<file path="config.mk">
export PLATFORM = sky130hd
export DESIGN_NAME = uart_word_bridge
export DESIGN_NICKNAME = d
export VERILOG_FILES = /design/src/rtl/uart_word_bridge.sv
export SDC_FILE = /design/constraint.sdc
export NUM_CORES = 1
export LEC_CHECK = 0
export BUFFER_PORTS_ARGS = -buffer_cell sky130_fd_sc_hd__buf_2
export CAP_MARGIN = 5
export CORE_UTILIZATION = 39
export DETAILED_ROUTE_END_ITERATION = 7
export HOLD_SLACK_MARGIN = 0.02
export PLACE_DENSITY = 0.63
export SETUP_SLACK_MARGIN = 0.5
export SLEW_MARGIN = 25
export SYNTH_ARGS = -nofsm -noshare
export SYNTH_HDL_FRONTEND = slang
export SYNTH_SLANG_ARGS = --single-unit
export TNS_END_PERCENT = 5
</file>
<file path="constraint.sdc">
create_clock -name i_Clock -period 5.1 [get_ports i_Clock]
set_input_delay 0.255 -clock i_Clock [delete_from_list [all_inputs] [get_ports i_Clock]]
set_output_delay 0.255 -clock i_Clock [all_outputs]
set_load 0.005 [all_outputs]
</file>
<file path="src/rtl/uart_word_bridge.sv">
// uart_word_bridge: packs UART bytes into words for the processor (RX path with
// a first-word-fall-through FIFO) and serialises processor words into uart_tx
// (TX path, one holding register). Inter-byte timeout discards partial words.
// Optional feature: define UART_BRIDGE_CHECKSUM_EN to append/verify an XOR
// checksum byte after every word on both directions.
module uart_word_bridge #(
  parameter int WORD_BYTES   = 4,
  parameter int FIFO_DEPTH   = 8,
  parameter int TIMEOUT_CLKS = 1200,
  parameter int MSB_FIRST    = 0
) (
  input  logic                      i_Clock,
  input  logic                      i_Reset,
  input  logic                      i_Rx_DV,
  input  logic [7:0]                i_Rx_Byte,
  output logic                      o_Word_Valid,
  output logic [8*WORD_BYTES-1:0]   o_Word,
  input  logic                      i_Word_Ready,
  input  logic                      i_Out_Valid,
  input  logic [8*WORD_BYTES-1:0]   i_Out_Word,
  output logic                      o_Out_Ready,
  output logic                      o_Tx_DV,
  output logic [7:0]                o_Tx_Byte,
  input  logic                      i_Tx_Active,
  input  logic                      i_Tx_Done,
  output logic                      o_Rx_Overflow,
  output logic                      o_Rx_Timeout,
  output logic                      o_Rx_Chk_Err
);

  localparam int WORD_W = 8 * WORD_BYTES;
`ifdef UART_BRIDGE_CHECKSUM_EN
  localparam int FRAME_BYTES = WORD_BYTES + 1;
`else
  localparam int FRAME_BYTES = WORD_BYTES;
`endif
  localparam int CNT_W    = $clog2(FRAME_BYTES + 1);
  localparam int PTR_W    = $clog2(FIFO_DEPTH);
  localparam int OCC_W    = PTR_W + 1;
  localparam int IDLE_W   = (TIMEOUT_CLKS > 1) ? $clog2(TIMEOUT_CLKS) : 1;
  localparam int IDLE_LIM = (TIMEOUT_CLKS > 0) ? TIMEOUT_CLKS - 1 : 0;

  // Wire order index -> byte lane inside the word
  function automatic int lane_of(input int idx);
    return (MSB_FIRST != 0) ? (WORD_BYTES - 1 - idx) : idx;
  endfunction

  function automatic logic [7:0] get_byte(input logic [WORD_W-1:0] w, input int idx);
    logic [WORD_W-1:0] s;
    if (idx >= WORD_BYTES) return 8'h00;
    s = w >> (8 * lane_of(idx));
    return s[7:0];
  endfunction

  function automatic logic [WORD_W-1:0] put_byte(input logic [WORD_W-1:0] w, input int idx,
                                                 input logic [7:0] b);
    logic [WORD_W-1:0] r;
    r = w;
    if (idx < WORD_BYTES) r[8*lane_of(idx) +: 8] = b;
    return r;
  endfunction

`ifdef UART_BRIDGE_CHECKSUM_EN
  function automatic logic [7:0] xor_bytes(input logic [WORD_W-1:0] w);
    logic [7:0] x;
    x = 8'h00;
    for (int i = 0; i < WORD_BYTES; i++) x = x ^ w[8*i +: 8];
    return x;
  endfunction
`endif

  // ---------------- RX assembly ----------------
  logic [CNT_W-1:0]  rx_cnt;
  logic [IDLE_W-1:0] idle_cnt;
  logic [WORD_W-1:0] asm_word, word_in, push_word;
  logic              push_pend, timeout_q, chk_err_q;
  logic              last_rx, expire;
`ifdef UART_BRIDGE_CHECKSUM_EN
  logic [7:0]        rx_xor;
`endif

  assign last_rx = (rx_cnt == CNT_W'(FRAME_BYTES - 1));
  assign expire  = (TIMEOUT_CLKS != 0) && (rx_cnt != '0) && !i_Rx_DV &&
                   (idle_cnt == IDLE_W'(IDLE_LIM));
  assign word_in = put_byte(asm_word, int'(rx_cnt), i_Rx_Byte);

  // Byte counter, idle timer and the one-cycle push/flag strobes
  always_ff @(posedge i_Clock or posedge i_Reset) begin
    if (i_Reset) begin
      rx_cnt    <= '0;
      idle_cnt  <= '0;
      push_pend <= 1'b0;
      timeout_q <= 1'b0;
      chk_err_q <= 1'b0;
    end else begin
      push_pend <= 1'b0;
      timeout_q <= 1'b0;
      chk_err_q <= 1'b0;
      if (i_Rx_DV) begin
        idle_cnt <= '0;
        if (last_rx) begin
          rx_cnt <= '0;
`ifdef UART_BRIDGE_CHECKSUM_EN
          if (i_Rx_Byte == rx_xor) push_pend <= 1'b1;
          else                     chk_err_q <= 1'b1;
`else
          push_pend <= 1'b1;
`endif
        end else begin
          rx_cnt <= rx_cnt + 1'b1;
        end
      end else if (expire) begin
        rx_cnt    <= '0;
        idle_cnt  <= '0;
        timeout_q <= 1'b1;
      end else if (rx_cnt == '0) begin
        idle_cnt <= '0;
      end else if (idle_cnt != IDLE_W'(IDLE_LIM)) begin
        idle_cnt <= idle_cnt + 1'b1;
      end
    end
  end

  // Word being assembled and the completed word waiting for the FIFO write
  always_ff @(posedge i_Clock) begin
    if (i_Rx_DV) begin
      asm_word <= word_in;
      if (last_rx) push_word <= word_in;
`ifdef UART_BRIDGE_CHECKSUM_EN
      rx_xor <= (rx_cnt == '0) ? i_Rx_Byte : (rx_xor ^ i_Rx_Byte);
`endif
    end
  end

  // ---------------- RX FIFO ----------------
  logic [WORD_W-1:0] mem [FIFO_DEPTH];
  logic [PTR_W-1:0]  wr_ptr, rd_ptr;
  logic [OCC_W-1:0]  occ;
  logic              overflow_q, pop, full, accept;

  assign pop    = (occ != '0) && i_Word_Ready;
  assign full   = (occ == OCC_W'(FIFO_DEPTH));
  assign accept = push_pend && (!full || pop);

  // Pointers, occupancy and sticky overflow
  always_ff @(posedge i_Clock or posedge i_Reset) begin
    if (i_Reset) begin
      wr_ptr     <= '0;
      rd_ptr     <= '0;
      occ        <= '0;
      overflow_q <= 1'b0;
    end else begin
      if (accept) wr_ptr <= wr_ptr + 1'b1;
      if (pop)    rd_ptr <= rd_ptr + 1'b1;
      if (accept && !pop)      occ <= occ + 1'b1;
      else if (!accept && pop) occ <= occ - 1'b1;
      if (push_pend && !accept) overflow_q <= 1'b1;
    end
  end

  // Storage array
  always_ff @(posedge i_Clock) begin
    if (accept) mem[wr_ptr] <= push_word;
  end

  assign o_Word_Valid  = (occ != '0);
  assign o_Word        = o_Word_Valid ? mem[rd_ptr] : '0;
  assign o_Rx_Overflow = overflow_q;
  assign o_Rx_Timeout  = timeout_q;
`ifdef UART_BRIDGE_CHECKSUM_EN
  assign o_Rx_Chk_Err  = chk_err_q;
`else
  assign o_Rx_Chk_Err  = 1'b0;
  logic unused_chk;
  assign unused_chk = chk_err_q;
`endif

  // ---------------- TX serialiser ----------------
  typedef enum logic [1:0] {S_IDLE, S_SEND, S_WAIT} tx_state_t;
  tx_state_t         state, state_nxt;
  logic [CNT_W-1:0]  tx_idx, tx_idx_nxt;
  logic [WORD_W-1:0] tx_word;
  logic [7:0]        tx_sel;
  logic              load;

  // State and byte index registers
  always_ff @(posedge i_Clock or posedge i_Reset) begin
    if (i_Reset) begin
      state  <= S_IDLE;
      tx_idx <= '0;
    end else begin
      state  <= state_nxt;
      tx_idx <= tx_idx_nxt;
    end
  end

  // Next state, handshake and start pulse
  always_comb begin
    state_nxt   = state;
    tx_idx_nxt  = tx_idx;
    o_Out_Ready = 1'b0;
    o_Tx_DV     = 1'b0;
    load        = 1'b0;
    case (state)
      S_IDLE: begin
        o_Out_Ready = 1'b1;
        if (i_Out_Valid) begin
          load       = 1'b1;
          tx_idx_nxt = '0;
          state_nxt  = S_SEND;
        end
      end
      S_SEND: begin
        if (!i_Tx_Active) begin
          o_Tx_DV   = 1'b1;
          state_nxt = S_WAIT;
        end
      end
      S_WAIT: begin
        if (i_Tx_Done) begin
          tx_idx_nxt = tx_idx + 1'b1;
          state_nxt  = (tx_idx == CNT_W'(FRAME_BYTES - 1)) ? S_IDLE : S_SEND;
        end
      end
      default: state_nxt = S_IDLE;
    endcase
  end

  // Holding register for the word being sent
  always_ff @(posedge i_Clock) begin
    if (load) tx_word <= i_Out_Word;
  end

`ifdef UART_BRIDGE_CHECKSUM_EN
  assign tx_sel = (tx_idx == CNT_W'(WORD_BYTES)) ? xor_bytes(tx_word)
                                                  : get_byte(tx_word, int'(tx_idx));
`else
  assign tx_sel = get_byte(tx_word, int'(tx_idx));
`endif
  assign o_Tx_Byte = (state == S_SEND) ? tx_sel : 8'h00;

endmodule

</file>
* Word level (Yosys, flattened, before mapping)
Memory sizes are Yosys's and may differ from the RTL's.
Cells that the tools add are included.
** Cells by class
- Add/subtract/negate cells :: 8
- Magnitude comparators :: 2
- Eq/ne operators :: 10
- Shift operators :: 3
- Muxes and demuxes :: 35
- Reductions and logical operators :: 23
** Operators by type and width (count)
- 32-bit 2-to-1 mux :: 2
- 11-bit 2-to-1 mux :: 4
- 6-bit negator with 33-bit output :: 1
- 8-bit by 33-bit variable shift with 32-bit output, first input constant :: 1
- 8-bit by 33-bit indexed part select with 32-bit output :: 1
- 32-bit bitwise mux :: 1
- 32-bit by 6-bit right shift with 8-bit output :: 1
- 8-bit 2-to-1 mux :: 3
- 3-bit 2-to-1 mux :: 5
- 1-bit 2-to-1 mux :: 13
- 3-bit by 1-bit adder with 3-bit output, second input constant :: 4
- 11-bit by 1-bit adder with 11-bit output, second input constant :: 1
- 11-bit == test, second input constant :: 1
- 11-bit != test, second input constant :: 1
- 4-bit 2-to-1 mux :: 2
- 4-bit nonzero test :: 2
- 1-bit logical AND :: 7
- 3-bit by 2-bit == test with 1-bit output, second input constant :: 2
- 2-bit 2-to-1 mux :: 3
- 2-bit != test, second input constant :: 3
- 2-bit one-hot mux with 3 select lines :: 1
- 3-bit one-hot mux with 2 select lines :: 1
- 3-bit AND reduction :: 2
- 2-bit nonzero test :: 3
- other kinds (13) :: 16
** Word-level totals
- Bits in registers :: 128
- Bits in writable memories :: 256
- Input port bits :: 47
- Output and inout bits :: 46
- Logic and storage cells :: 95
- Memories :: 1
** Memory list
- mem :: depth 8, bits a word 32, read ports 1, clocked after memory_dff 0, write ports 1, RTL line 136 : logic [WORD_W-1:0] mem [FIFO_DEPTH];

* Depth between registers and ports, before layout
Gate-level depths: netlist of run 1.
- Word-level depth :: 8
- Gate-level depth with buffers :: 9
- Mapped depth without buffers :: 9

* Least setup slack after synthesis of run 1
OpenSTA, ideal clock, no wires.
- Path type :: flip-flop to flip-flop
- Start :: register occ[0]
- End :: memory mem[0][0] in the netlist's numbering (enable)
- Library setup time :: 0.501 ns
- Data arrival time :: 3.816 ns
- Data required time :: 4.599 ns
- Slack :: 0.782 ns
- Cell stages (with the launch flop) :: 4
- Path buffers :: 0
- Period minus slack after synthesis :: 4.318 ns
- Path through :: dfrtp_1 > or3_1 > o21ai_2 > nor4_1
** On the way
- Word-level cells in the longest chain between the ends :: 6
- Elaborated cells between the ends (all ways) :: 8
- Those cells by class :: eq/ne: 1; mux: 2; reduce/logical: 5
** Ends and longest elaborated chain
- start: declaration :: RTL line 138 : logic [OCC_W-1:0] occ;
- start signal: assignment :: RTL line 155 : if (accept && !pop) occ <= occ + 1'b1;
- start signal: assignment :: RTL line 156 : else if (!accept && pop) occ <= occ - 1'b1;
- 4-bit == test / 4-bit nonzero test (equally long branches) :: RTL line 142, 141
- 1-bit zero test / 1-bit logical AND (equally long branches) :: RTL line 143, 141
- 1-bit logical OR * :: RTL line 143 : assign accept = push_pend && (!full || pop);
- 1-bit logical AND * :: RTL line 143
- 1-bit 2-to-1 mux * :: RTL line 163 : if (accept) mem[wr_ptr] <= push_word;
- 1-bit 2-to-1 mux (not written as such) * :: RTL line 163
- end: declaration :: RTL line 136
Every way passes the cells marked *; elsewhere a longest branch is shown, timed or not.

* Final worst setup path of run 1
- Start :: register rd_ptr[1]
- End :: output o_Word[0]
** On the way
- Word-level cells in the longest chain between the ends :: 2
** Ends and longest elaborated chain
- start: declaration :: RTL line 137 : logic [PTR_W-1:0] wr_ptr, rd_ptr;
- start signal: assignment :: RTL line 154 : if (pop) rd_ptr <= rd_ptr + 1'b1;
- memory 8 x 32 bit
- 32-bit 2-to-1 mux :: RTL line 167 : assign o_Word = o_Word_Valid ? mem[rd_ptr] : '0;
- end: declaration :: RTL line 17 : output logic [8*WORD_BYTES-1:0] o_Word,
No other way between the ends.

==> summary.txt, run 1 <==
Run status
  – Status: completed

Timing
  – Fmax achieved: 326 MHz
  – Relative slew slack: 0.330
  – Setup TNS: 0 ns
  – Min Tclk post-route: 3.07 ns
  – Fin crit share: 0.601
  – Unrepaired setup endpoints after global routing: no
  – Hold Vio Cnt, Final: 0
  – Endpoints failing setup: 0
  – Slew Viols, Final: 0
  – Worst Skew: 0.0173 ns
  – Slew @ Worst Pin: 1.00 ns

Clocking
  – PostCTS Resize Cnt: 0
  – Clk Tree Root Cell: clkbuf_16
  – # Post-CTS Setup Buffers: 0
  – CTS Buf Count: 40
  – Hold_buf cts: 34
  – H-tree levels: 2
  – Clock Sinks: 384
  – Worst skew pair latency: 0.54 ns
  – CTS max path bufs: 3
  – Reg clk slew, reported paths: 0.06 ns
  – CTS tree: yes

Setup path
  – Critical path class: reg2out
  – Reg2reg start: occ[0]$_DFFE_PP0P_
  – R2r endpoint: occ[3]$_DFFE_PP0P_
  – R2r setup slk: 2.14 ns
  – WP data arrival: 2.81 ns
  – CP Capture Type: primary output
  – CP Launch Type: flip-flop
  – Reg2reg path depth: 9
  – Crit path max fanout: 48
  – Critical Path RT: 4.85 ns

Power and ir drop
  – Worst vdd ir: 0.292 mV
  – P per Cell Area: 537 nW/µm²
  – Cell internal pwr: 6.81 mW
  – Sequential share of power: 0.453
  – Switching pwr: 2.66 mW
  – Clock power share: 0.292
  – Sw Ratio: 0.281
  – Combinational power share: 0.255
  – Static leakage: 5.99 nW
  – Total power: 9.47 mW

Drt
  – Vias: 7248
  – Final Routed Wirelength: 29400 µm
  – First-pass iteration count of the detailed router: 5
  – DRC: 0
  – WL per Instance: 20.8 µm
  – Via/cell ratio: 5.14
  – DRT iter0 DRCs: 425
  – Final ANT Viol Nets: 0

Min path
  – Hold Path End: rd_ptr[2]$_DFFE_PP0P_
  – Min-delay src: i_Word_Ready
  – Worst min path class: in2reg
  – Worst Hold Depth: 3

Final layout
  – Area of the multi-input gates: 3360 µm²
  – FF/Latch Area: 11400 µm²
  – Final Util: 0.469
  – Layout cells sized above 1: 0.313
  – Final #Nets: 928
  – Fillers: 3195
  – Area growth syn-to-layout: 18.5%

Yosys
  – #FFs+latches synth: 384
  – Gate Count Post-Synth: 711
  – Top post-synthesis cells by area: edfxtp_1 71%, mux4_2 11%, dfrtp_1 5.4%
  – Share of the synthesized area in the top cell type: 0.710
  – Post-synth EDFFs: 352
  – Register area share after synthesis: 0.763
  – Cell area after synthesis: 14900 µm²
  – Synth async-reset ratio: 0.0833
  – Net Count, Synth: 771
  – Synth cell count leaders: 352 x edfxtp_1, 72 x mux4_2, 35 x a22o_1, 35 x mux2_2, 32 x dfrtp_1
  – Count leader, synth: edfxtp_1
  – Yosys top cell by area: edfxtp_1
  – Main synth FF type: edfxtp_1
  – YS warnings: 0
  – Synth Area per Inst: 21.0 µm²
  – Count of cell types in the netlist: 47

Flow run
  – Maxcap violations: 0

Global route
  – Initial antenna violation count: 2
  – First-pass GRT wire length: 45000 µm
  – Total gr overflow: 0
  – Vias in the first global route: 7625
  – All-Layer GR Usage: 0.155
  – Pin count of the biggest net entering global routing: 49

Placement
  – IO Port Bufs: 91
  – Post-DP HPWL: 16800 µm
  – RePlAce Congestion: 0.741

Floorplan
  – Core area: 37700 µm²
  – Die ar.: 39000 µm²
  – Starting Density: 0.395
  – Die height: 197 µm
  – IO Pins: 93
  – FP Rows: 71
  – Die X: 197 µm
[through the flow]
stage | area [µm²] | hold WS [ns] | setup WS [ns] | std cells
final | 17600 | 0.0361 | 2.03 | 1410
after global routing | 17600 | 0.0739 | 1.86 | 1409
after CTS | 17600 | 0.0296 | 1.96 | 1409
after detailed placement | 16100 | 0.373 | 2.14 | 1303
after global placement | 16000 | 0.371 | 2.25 | 1300
after floorplan | 14900 | 0.354 | 0.782 | 711
[registers in the layout (all words and copies together), names as in the netlist]
signal / flops
push_word: 32
wr_ptr: 3
rd_ptr: 3
occ: 4
o_Rx_Overflow: 1
push_pend: 1
mem: 256
state: 2
idle_cnt: 11
tx_idx: 3
o_Rx_Timeout: 1
asm_word: 32
rx_cnt: 3
tx_word: 32
[cells by family after synthesis]
family | count (synthesis) | share of synthesized area
adders and majority gates | 13 | 0.0114
AOI/OAI and AO/OA | 66 | 0.0344
xor gates and xnor gates | 9 | 0.00529
and+or+nand+nor | 85 | 0.0321
buffers and inverters | 43 | 0.0159
muxes | 110 | 0.137
other | 1 | 0.000252
DFF | 384 | 0.763
[worst max-delay path by stage]
stage	start	endpoint	cells after the start
after floorplan	occ[0]$_DFFE_PP0P_	mem[0][0]$_DFFE_PP_	3
after global placement	occ[0]$_DFFE_PP0P_	occ[3]$_DFFE_PP0P_	9
after detailed placement	occ[0]$_DFFE_PP0P_	occ[3]$_DFFE_PP0P_	9
after CTS	rd_ptr[0]$_DFFE_PP0P_	o_Word[23]	4
after global routing	rd_ptr[0]$_DFFE_PP0P_	o_Word[23]	4
final	rd_ptr[1]$_DFFE_PP0P_	o_Word[0]	4
[cell usage in the layout, fill, tap and decap left out, drive strengths merged, types with 7 or more instances in the layout]
master / Yosys / final
edfxtp: 352 / 352
buf: 20 / 109
mux4: 72 / 72
clkbuf: 8 / 53
mux2: 35 / 35
a22o: 35 / 35
dlygate4sd3: 0 / 34
dfrtp: 32 / 32
inv: 15 / 17
clkinv: 0 / 14
nor2: 14 / 14
nand3: 12 / 12
ha: 12 / 12
nor2b: 11 / 11
nand2: 9 / 9
xnor2: 8 / 8
nand2b: 8 / 8
a21oi: 7 / 7
o21ai: 7 / 7
[layer usage]
layer | vias up | part of all wire | GRT usage
met2 | 211 | 0.50 | 0.261
met5 | - | 0.00085 | 0
li1 | 3247 | - | -
met4 | 4 | 0.018 | 0.0428
met3 | 50 | 0.051 | 0.0294
met1 | 3736 | 0.43 | 0.206
[worst max-delay path, stage by stage (launching register included)]
cell,delay (ns)
dfrtp_2,0.67
buf_4,0.70
mux4_2,0.41
a22o_1,0.32
buf_2,0.16
[power by group through the flow]
| stage | logic (mW) | registers [mW] | clock network (mW) |
|---|---|---|---|
| floorplan | 1.78 | 4.16 | 0 |
| global placement | 2.35 | 4.34 | 0 |
| detailed placement | 2.44 | 4.36 | 0 |
| CTS | 2.48 | 4.30 | 2.84 |
| global route | 2.64 | 4.35 | 2.94 |
| finish | 2.42 | 4.29 | 2.77 |
[layout make-up]
cell class	instances	area share
sequential	384	0.645
timing repair buffer	143	0.0553
tap	511	0.0362
multi-input combinational	284	0.190
clock buffer	53	0.0595
antenna	1	0.000142
inverter	15	0.00319
clock inverter	19	0.0108
Power figures use the tool's default switching activity.
==> inputs of run 2 (changes only) <==
==> constraint.sdc (replaced) <==
create_clock -name i_Clock -period 3.2 [get_ports i_Clock]
set_input_delay 0.16 -clock i_Clock [delete_from_list [all_inputs] [get_ports i_Clock]]
set_output_delay 0.16 -clock i_Clock [all_outputs]
set_load 0.005 [all_outputs]
==> summary.txt, run 2 (synthesis gave the netlist of run 1 again) <==
Placement
  – Post-DP HPWL: 16300 µm (-3.0%)
  – RePlAce Congestion: 0.750 (+1.1%)
  – IO Port Bufs: 91 (unchanged)
  – Cell total after placement: 1307 (+0.31%)

Setup path
  – Crit path max fanout: 6 (-88%)
  – CP most frequent cell: ha_2
  – Largest stage delay, worst path: 0.59 ns (-0.11 ns)
  – Crit path buffers/inverters: 1 (-1)
  – Critical path's slowest cell: or4_4
  – CP Launch Type: flip-flop
  – Crit-path leading delay family: simple AND/OR/NAND/NOR gates
  – WP data arrival: 3.04 ns (+0.23 ns)
  – CP Capture Type: flip-flop
  – Critical Path RT: 3.62 ns (-1.23 ns)
  – Critical path class: reg2reg
  – Crit path cell chain: or4_4 -> nand2_2 -> ha_2 -> inv_1 -> ha_2 -> or4_1 -> nand3_1 -> o211ai_1

Global route
  – Initial antenna violation count: 2 (unchanged)
  – All-Layer GR Usage: 0.156 (+0.000982)
  – Grt met3 use: 0.0359 (+0.00649)
  – First-pass GRT wire length: 44900 µm (-0.17%)
  – Pin count of the biggest net entering global routing: 41 (-16%)
  – Grt met1 use: 0.212 (+0.00639)
  – GRT met2 Usage: 0.250 (-0.0106)
  – Total gr overflow: 0 (unchanged)
  – Vias in the first global route: 7643 (+0.24%)
  – GRT Max-Usage Layer: met2

Floorplan
  – IO Pins: 93 (unchanged)
  – Die X: 197 µm (unchanged)
  – Core area: 37700 µm² (unchanged)
  – Die height: 197 µm (unchanged)
  – Starting Density: 0.395 (unchanged)
  – FP Rows: 71 (unchanged)
  – Die ar.: 39000 µm² (unchanged)

Timing
  – Min Tclk post-route: 2.61 ns
  – Slew Viols, Final: 0 (unchanged)
  – Fin crit share: 0.817
  – Unrepaired setup endpoints after global routing: yes
  – Relative slew slack: 0.386 (+0.0557)
  – Slew @ Worst Pin: 0.914 ns (-0.0860 ns)
  – Hold Vio Cnt, Final: 0 (unchanged)
  – Endpoints failing setup: 0 (unchanged)
  – Fmax achieved: 382 MHz
  – Worst Skew: 0.0156 ns (-0.00177 ns)

Power and ir drop
  – Cell internal pwr: 10.9 mW (+60%)
  – Static leakage: 6.07 nW (+1.3%)
  – Switching pwr: 4.33 mW (+63%)
  – Sw Ratio: 0.285 (+0.00337)
  – Total power: 15.2 mW (+61%)
  – P per Cell Area: 854 nW/µm² (+59%)
  – Sequential share of power: 0.447 (-0.006)
  – Clock power share: 0.292 (about the same)
  – Worst vdd ir: 0.632 mV (+120%)
  – Combinational power share: 0.261 (+0.006)

Final layout
  – Most common cell after layout, fill and taps aside: edfxtp_1
  – Final #Nets: 942 (+1.5%)
  – Area growth syn-to-layout: 19.7%
  – Most frequent cells in the layout: 352 x edfxtp_1, 91 x buf_2, 72 x mux4_2, 42 x clkbuf_16, 42 x dlygate4sd3_1
  – Max reg flops: 256 (unchanged)
  – Biggest register: mem
  – Layout cells sized above 1: 0.326 (+0.0131)
  – Finished Layout Cells: 1427 (+1.2%)

Drt
  – DRT iter0 DRCs: 504 (+19%)
  – Final Routed Wirelength: 29800 µm (+1.4%)
  – Vias: 7362 (+1.6%)
  – Final ANT Viol Nets: 0 (unchanged)
  – DRC: 0 (unchanged)
  – WL per Instance: 20.9 µm (+0.19%)
  – Via/cell ratio: 5.16 (+0.36%)
  – First-pass iteration count of the detailed router: 5 (unchanged)

Clocking
  – CTS Buf Count: 40 (unchanged)
  – Clock Sinks: 384 (unchanged)
  – H-tree levels: 2 (unchanged)
  – Clk Tree Root Cell: clkbuf_16
  – CTS max path bufs: 3 (unchanged)
  – CTS tree: yes
  – Worst skew pair latency: 0.55 ns (about the same)
  – Reg clk slew, reported paths: 0.06 ns (about the same)

Flow run
  – Maxcap violations: 0 (unchanged)

Run status
  – Status: completed

Min path
  – Worst min path class: in2reg
run 2: changes by cell type in the layout (fill, tap and decap cells not counted), moves of 2 or more:
cell           previous run  this run
ha_2                      0         2
clkbuf_1                 13        15
clkinv_2                  1         7
ha_1                     12        10
buf_4                    15        18
clkbuf_16                40        42
clkinv_1                 11         5
clkinvlp_4                0         2
dlygate4sd3_1            34        42
run 2: worst paths after layout:
check                                                 end  slack [ns]                 startpoint  depth (start not counted)
worst max-delay path                   occ[3]$_DFFE_PP0P_        0.59         occ[0]$_DFFE_PP0P_                          8
worst min-delay path              push_word[11]$_DFFE_PP_        0.05               i_Rx_Byte[3]                          2
worst max register to register         occ[3]$_DFFE_PP0P_        0.59         occ[0]$_DFFE_PP0P_                          8
worst min register to register  o_Rx_Overflow$_DFFE_PP0P_        0.46  o_Rx_Overflow$_DFFE_PP0P_                          1
max in group asynchronous         idle_cnt[9]$_DFFE_PP0P_        2.25                    i_Reset                          4
min in group asynchronous             push_pend$_DFF_PP0_        0.28                    i_Reset                          3
run 2: layout make-up:
cell class / count / area (µm²)
clock buffers: 56 / 1080
fillers: 3157 / 19800
repair buffers: 157 / 1130
diodes: 2 / 5.00
multi-input cells: 284 / 3370
inverters: 15 / 56.3
well taps: 511 / 639
flip-flops and latches: 384 / 11400
clock inverters: 18 / 169
run 2: stage by stage:
step | hold WS (ns) | worst slack (ns) | TNS, ns | cell area (µm²) | util
global placement | 0.285 | 0.443 | 0 | 16100 | 0.427
finish | 0.0539 | 0.585 | 0 | 17800 | 0.473
detailed placement | 0.303 | 0.354 | 0 | 16100 | 0.427
global route | 0.0262 | 0.479 | 0 | 17800 | 0.473
CTS | 0.0298 | 0.473 | 0 | 17800 | 0.472
floorplan | 0.259 | -0.272 | -34.65 | 14900 | -
run 2: metal layers:
| metal | part of all wire | up-vias |
|---|---|---|
| met1 | 0.44 | 3854 |
| li1 | - | 3284 |
| met5 | 0 | - |
| met3 | 0.047 | 52 |
| met2 | 0.49 | 172 |
| met4 | 0.023 | 0 |
run 2: what timing repair did:
action / CTS / global route
setup endpoints to repair: 33 / 43
cloned: 0 / 1
setup buffers: 1 / 0
hold buffers: 42 / 0
resized for setup: 3 / 4
endpoints found under the hold margin: 74 / 0
run 2: power groups by stage:
stage	logic [mW]	clock network (mW)	registers, mW
2_1_floorplan	2.84	0	6.63
3_3_place_gp	3.82	0	6.90
3_5_place_dp	3.87	0	6.93
4_1_cts	4.01	4.54	6.80
5_1_grt	4.34	4.70	6.90
6_report	3.97	4.45	6.81
==> inputs of run 3 (changes only) <==
--- a/config.mk
+++ b/config.mk
@@ -10,7 +10,7 @@
 export CORE_UTILIZATION = 39
 export DETAILED_ROUTE_END_ITERATION = 7
 export HOLD_SLACK_MARGIN = 0.02
-export PLACE_DENSITY = 0.63
+export PLACE_DENSITY = 0.65
 export SETUP_SLACK_MARGIN = 0.5
 export SLEW_MARGIN = 25
 export SYNTH_ARGS = -nofsm -noshare
==> constraint.sdc (replaced) <==
create_clock -name i_Clock -period 2.14 [get_ports i_Clock]
set_input_delay 0.107 -clock i_Clock [delete_from_list [all_inputs] [get_ports i_Clock]]
set_output_delay 0.107 -clock i_Clock [all_outputs]
set_load 0.005 [all_outputs]
==> summary.txt, run 3 (synthesis gave the netlist of run 1 again) <==
Floorplan
  – Die X: 197 µm (unchanged)
  – Die height: 197 µm (unchanged)
  – Die ar.: 39000 µm² (unchanged)
  – IO Pins: 93 (unchanged)
  – Starting Density: 0.395 (unchanged)
  – Core area: 37700 µm² (unchanged)
  – FP Rows: 71 (unchanged)

Run status
  – Failing checks: setup timing
  – Status: finished, violations left

Timing
  – Hold slack: 0.0587 ns (+0.00480 ns)
  – Slew @ Worst Pin: 0.847 ns (-0.0662 ns)
  – Slew Viols, Final: 0 (unchanged)
  – Min Tclk post-route: 2.43 ns
  – Endpoints failing setup: 35 (+35)
  – Hold Vio Cnt, Final: 0 (unchanged)
  – Relative slew slack: 0.434 (+0.0487)
  – Fin crit share: 1.13
  – Unrepaired setup endpoints after global routing: yes
  – Fmax achieved: 412 MHz
  – Worst Skew: 0.0138 ns (-0.00175 ns)
  – Setup TNS: -8.56 ns (-8.56 ns)
  – Final Worst Setup Slack: -0.288 ns (-0.874 ns)

Final layout
  – Layout cells sized above 1: 0.387 (+0.0608)
  – Area growth syn-to-layout: 26.1%
  – Most frequent cells in the layout: 352 x edfxtp_1, 86 x buf_2, 72 x mux4_2, 47 x dlygate4sd3_1, 44 x clkbuf_16
  – Biggest register: mem
  – Max reg flops: 256 (unchanged)
  – Most common cell after layout, fill and taps aside: edfxtp_1
  – Finished Layout Cells: 1465 (+2.7%)
  – Final Util: 0.499 (+0.0253)
  – Antenna cells: 0 (-2)
  – Final #Nets: 981 (+4.1%)
  – Finished Cell Area: 18800 µm² (+5.4%)

Placement
  – Dpl cell area: 16500 µm² (+2.4%)
  – RePlAce Congestion: 0.757 (+0.93%)
  – Cell total after placement: 1332 (+1.9%)
  – IO Port Bufs: 91 (unchanged)
  – Post-DP HPWL: 16700 µm (+2.7%)
  – Pre-CTS setup slack: -0.101 ns (-0.455 ns)

Drt
  – DRC: 0 (unchanged)
  – First-pass iteration count of the detailed router: 5 (unchanged)
  – DRT iter0 DRCs: 520 (+3.2%)
  – Final ANT Viol Nets: 0 (unchanged)
  – WL per Instance: 21.2 µm (+1.4%)
  – Final Routed Wirelength: 31000 µm (+4.1%)
  – Via/cell ratio: 5.18 (+0.50%)
  – Vias: 7596 (+3.2%)

Setup path
  – Critical Path RT: 2.03 ns (-1.59 ns)
  – WP data arrival: 2.32 ns (-0.72 ns)
  – Critical path's slowest cell: or4_4
  – Largest stage delay, worst path: 0.54 ns (-0.05 ns)
  – CP Capture Type: primary output
  – CP Launch Type: flip-flop
  – Crit path cell chain: or4_4 -> buf_6 -> nor2b_4 -> buf_16 -> a22o_1 -> buf_2
  – R2r setup slk: -0.15 ns (-0.74 ns)
  – Critical path class: reg2out
  – Crit path max fanout: 8 (+2)

Power and ir drop
  – Total power: 24.7 mW (+62%)
  – Static leakage: 6.52 nW (+7.4%)
  – Combinational power share: 0.301 (+0.040)
  – Worst vdd ir: 0.650 mV (+2.8%)
  – Sw Ratio: 0.280 (-0.00450)
  – Cell internal pwr: 17.8 mW (+63%)
  – Sequential share of power: 0.405 (-0.042)
  – Switching pwr: 6.93 mW (+60%)
  – P per Cell Area: 1320 nW/µm² (+54%)
  – Clock power share: 0.294 (+0.002)

Global route
  – First-pass GRT wire length: 46900 µm (+4.5%)
  – Initial antenna violation count: 0 (-2)
  – Total gr overflow: 0 (unchanged)
  – Vias in the first global route: 8096 (+5.9%)
  – Pin count of the biggest net entering global routing: 39 (-4.9%)
  – All-Layer GR Usage: 0.161 (+0.00554)

Clocking
  – H-tree levels: 2 (unchanged)
  – Clk Tree Root Cell: clkbuf_16
  – Worst skew pair latency: 0.54 ns (about the same)
  – CTS tree: yes
  – CTS max path bufs: 3 (unchanged)
  – CTS Buf Count: 41 (+2.5%)
  – Reg clk slew, reported paths: 0.06 ns (about the same)
  – Clock Sinks: 384 (unchanged)

Min path
  – Worst min path class: in2reg

Flow run
  – Maxcap violations: 0 (unchanged)
run 3: layout make-up:
class	count	area, µm²
well taps	511	639
multi-input cells	285	3650
clock inverters	23	298
inverters	15	58.8
fillers	3070	18900
clock buffers	53	1100
flip-flops and latches	384	11400
repair buffers	194	1650
run 3: power by group through the flow:
stage / Combinational [mW] / Sequential [mW] / Clock (mW)
2_1_floorplan: 4.35 / 9.94 / 0
3_3_place_gp: 6.43 / 10.1 / 0
3_5_place_dp: 6.50 / 10.1 / 0
4_1_cts: 7.33 / 10.0 / 7.42
5_1_grt: 8.03 / 10.1 / 7.69
6_report: 7.43 / 10.0 / 7.27
run 3: per-layer routing:
| layer | up-vias | part of all wire | global-route usage |
|---|---|---|---|
| met2 | 240 | 0.51 | 0.278 |
| met5 | - | 0 | 0 |
| met4 | 0 | 0.017 | 0.0457 |
| li1 | 3356 | - | - |
| met3 | 40 | 0.060 | 0.0328 |
| met1 | 3960 | 0.42 | 0.207 |
run 3: critical path: cells and delay by family, from the launching register on:
kind                   cells  cell delay (ns)
DFF                        1             0.37
AOI/OAI and AO/OA          1             0.22
buffers and inverters      3             0.47
and+or+nand+nor            2             0.72
run 3: what timing repair did:
action | 4_1_cts | 5_1_grt
hold endpoints to repair | 126 | 0
buffers inserted | 4 | 1
pin swaps | 39 | 21
setup endpoints to repair | 373 | 379
gates cloned | 3 | 1
hold buffers | 47 | 0
gates resized for setup | 53 | 19
run 3: worst paths after layout:
path                                                start                   endpoint  depth (start not counted)
worst max-delay path                   occ[3]$_DFFE_PP0P_                 o_Word[12]                          6
worst min-delay path                         i_Word_Ready      rd_ptr[0]$_DFFE_PP0P_                          4
worst max register to register         occ[0]$_DFFE_PP0P_         occ[3]$_DFFE_PP0P_                         10
worst min register to register  o_Rx_Overflow$_DFFE_PP0P_  o_Rx_Overflow$_DFFE_PP0P_                          1
max in group asynchronous                         i_Reset         occ[1]$_DFFE_PP0P_                          4
min in group asynchronous                         i_Reset       state[0]$_DFFE_PP0P_                          3
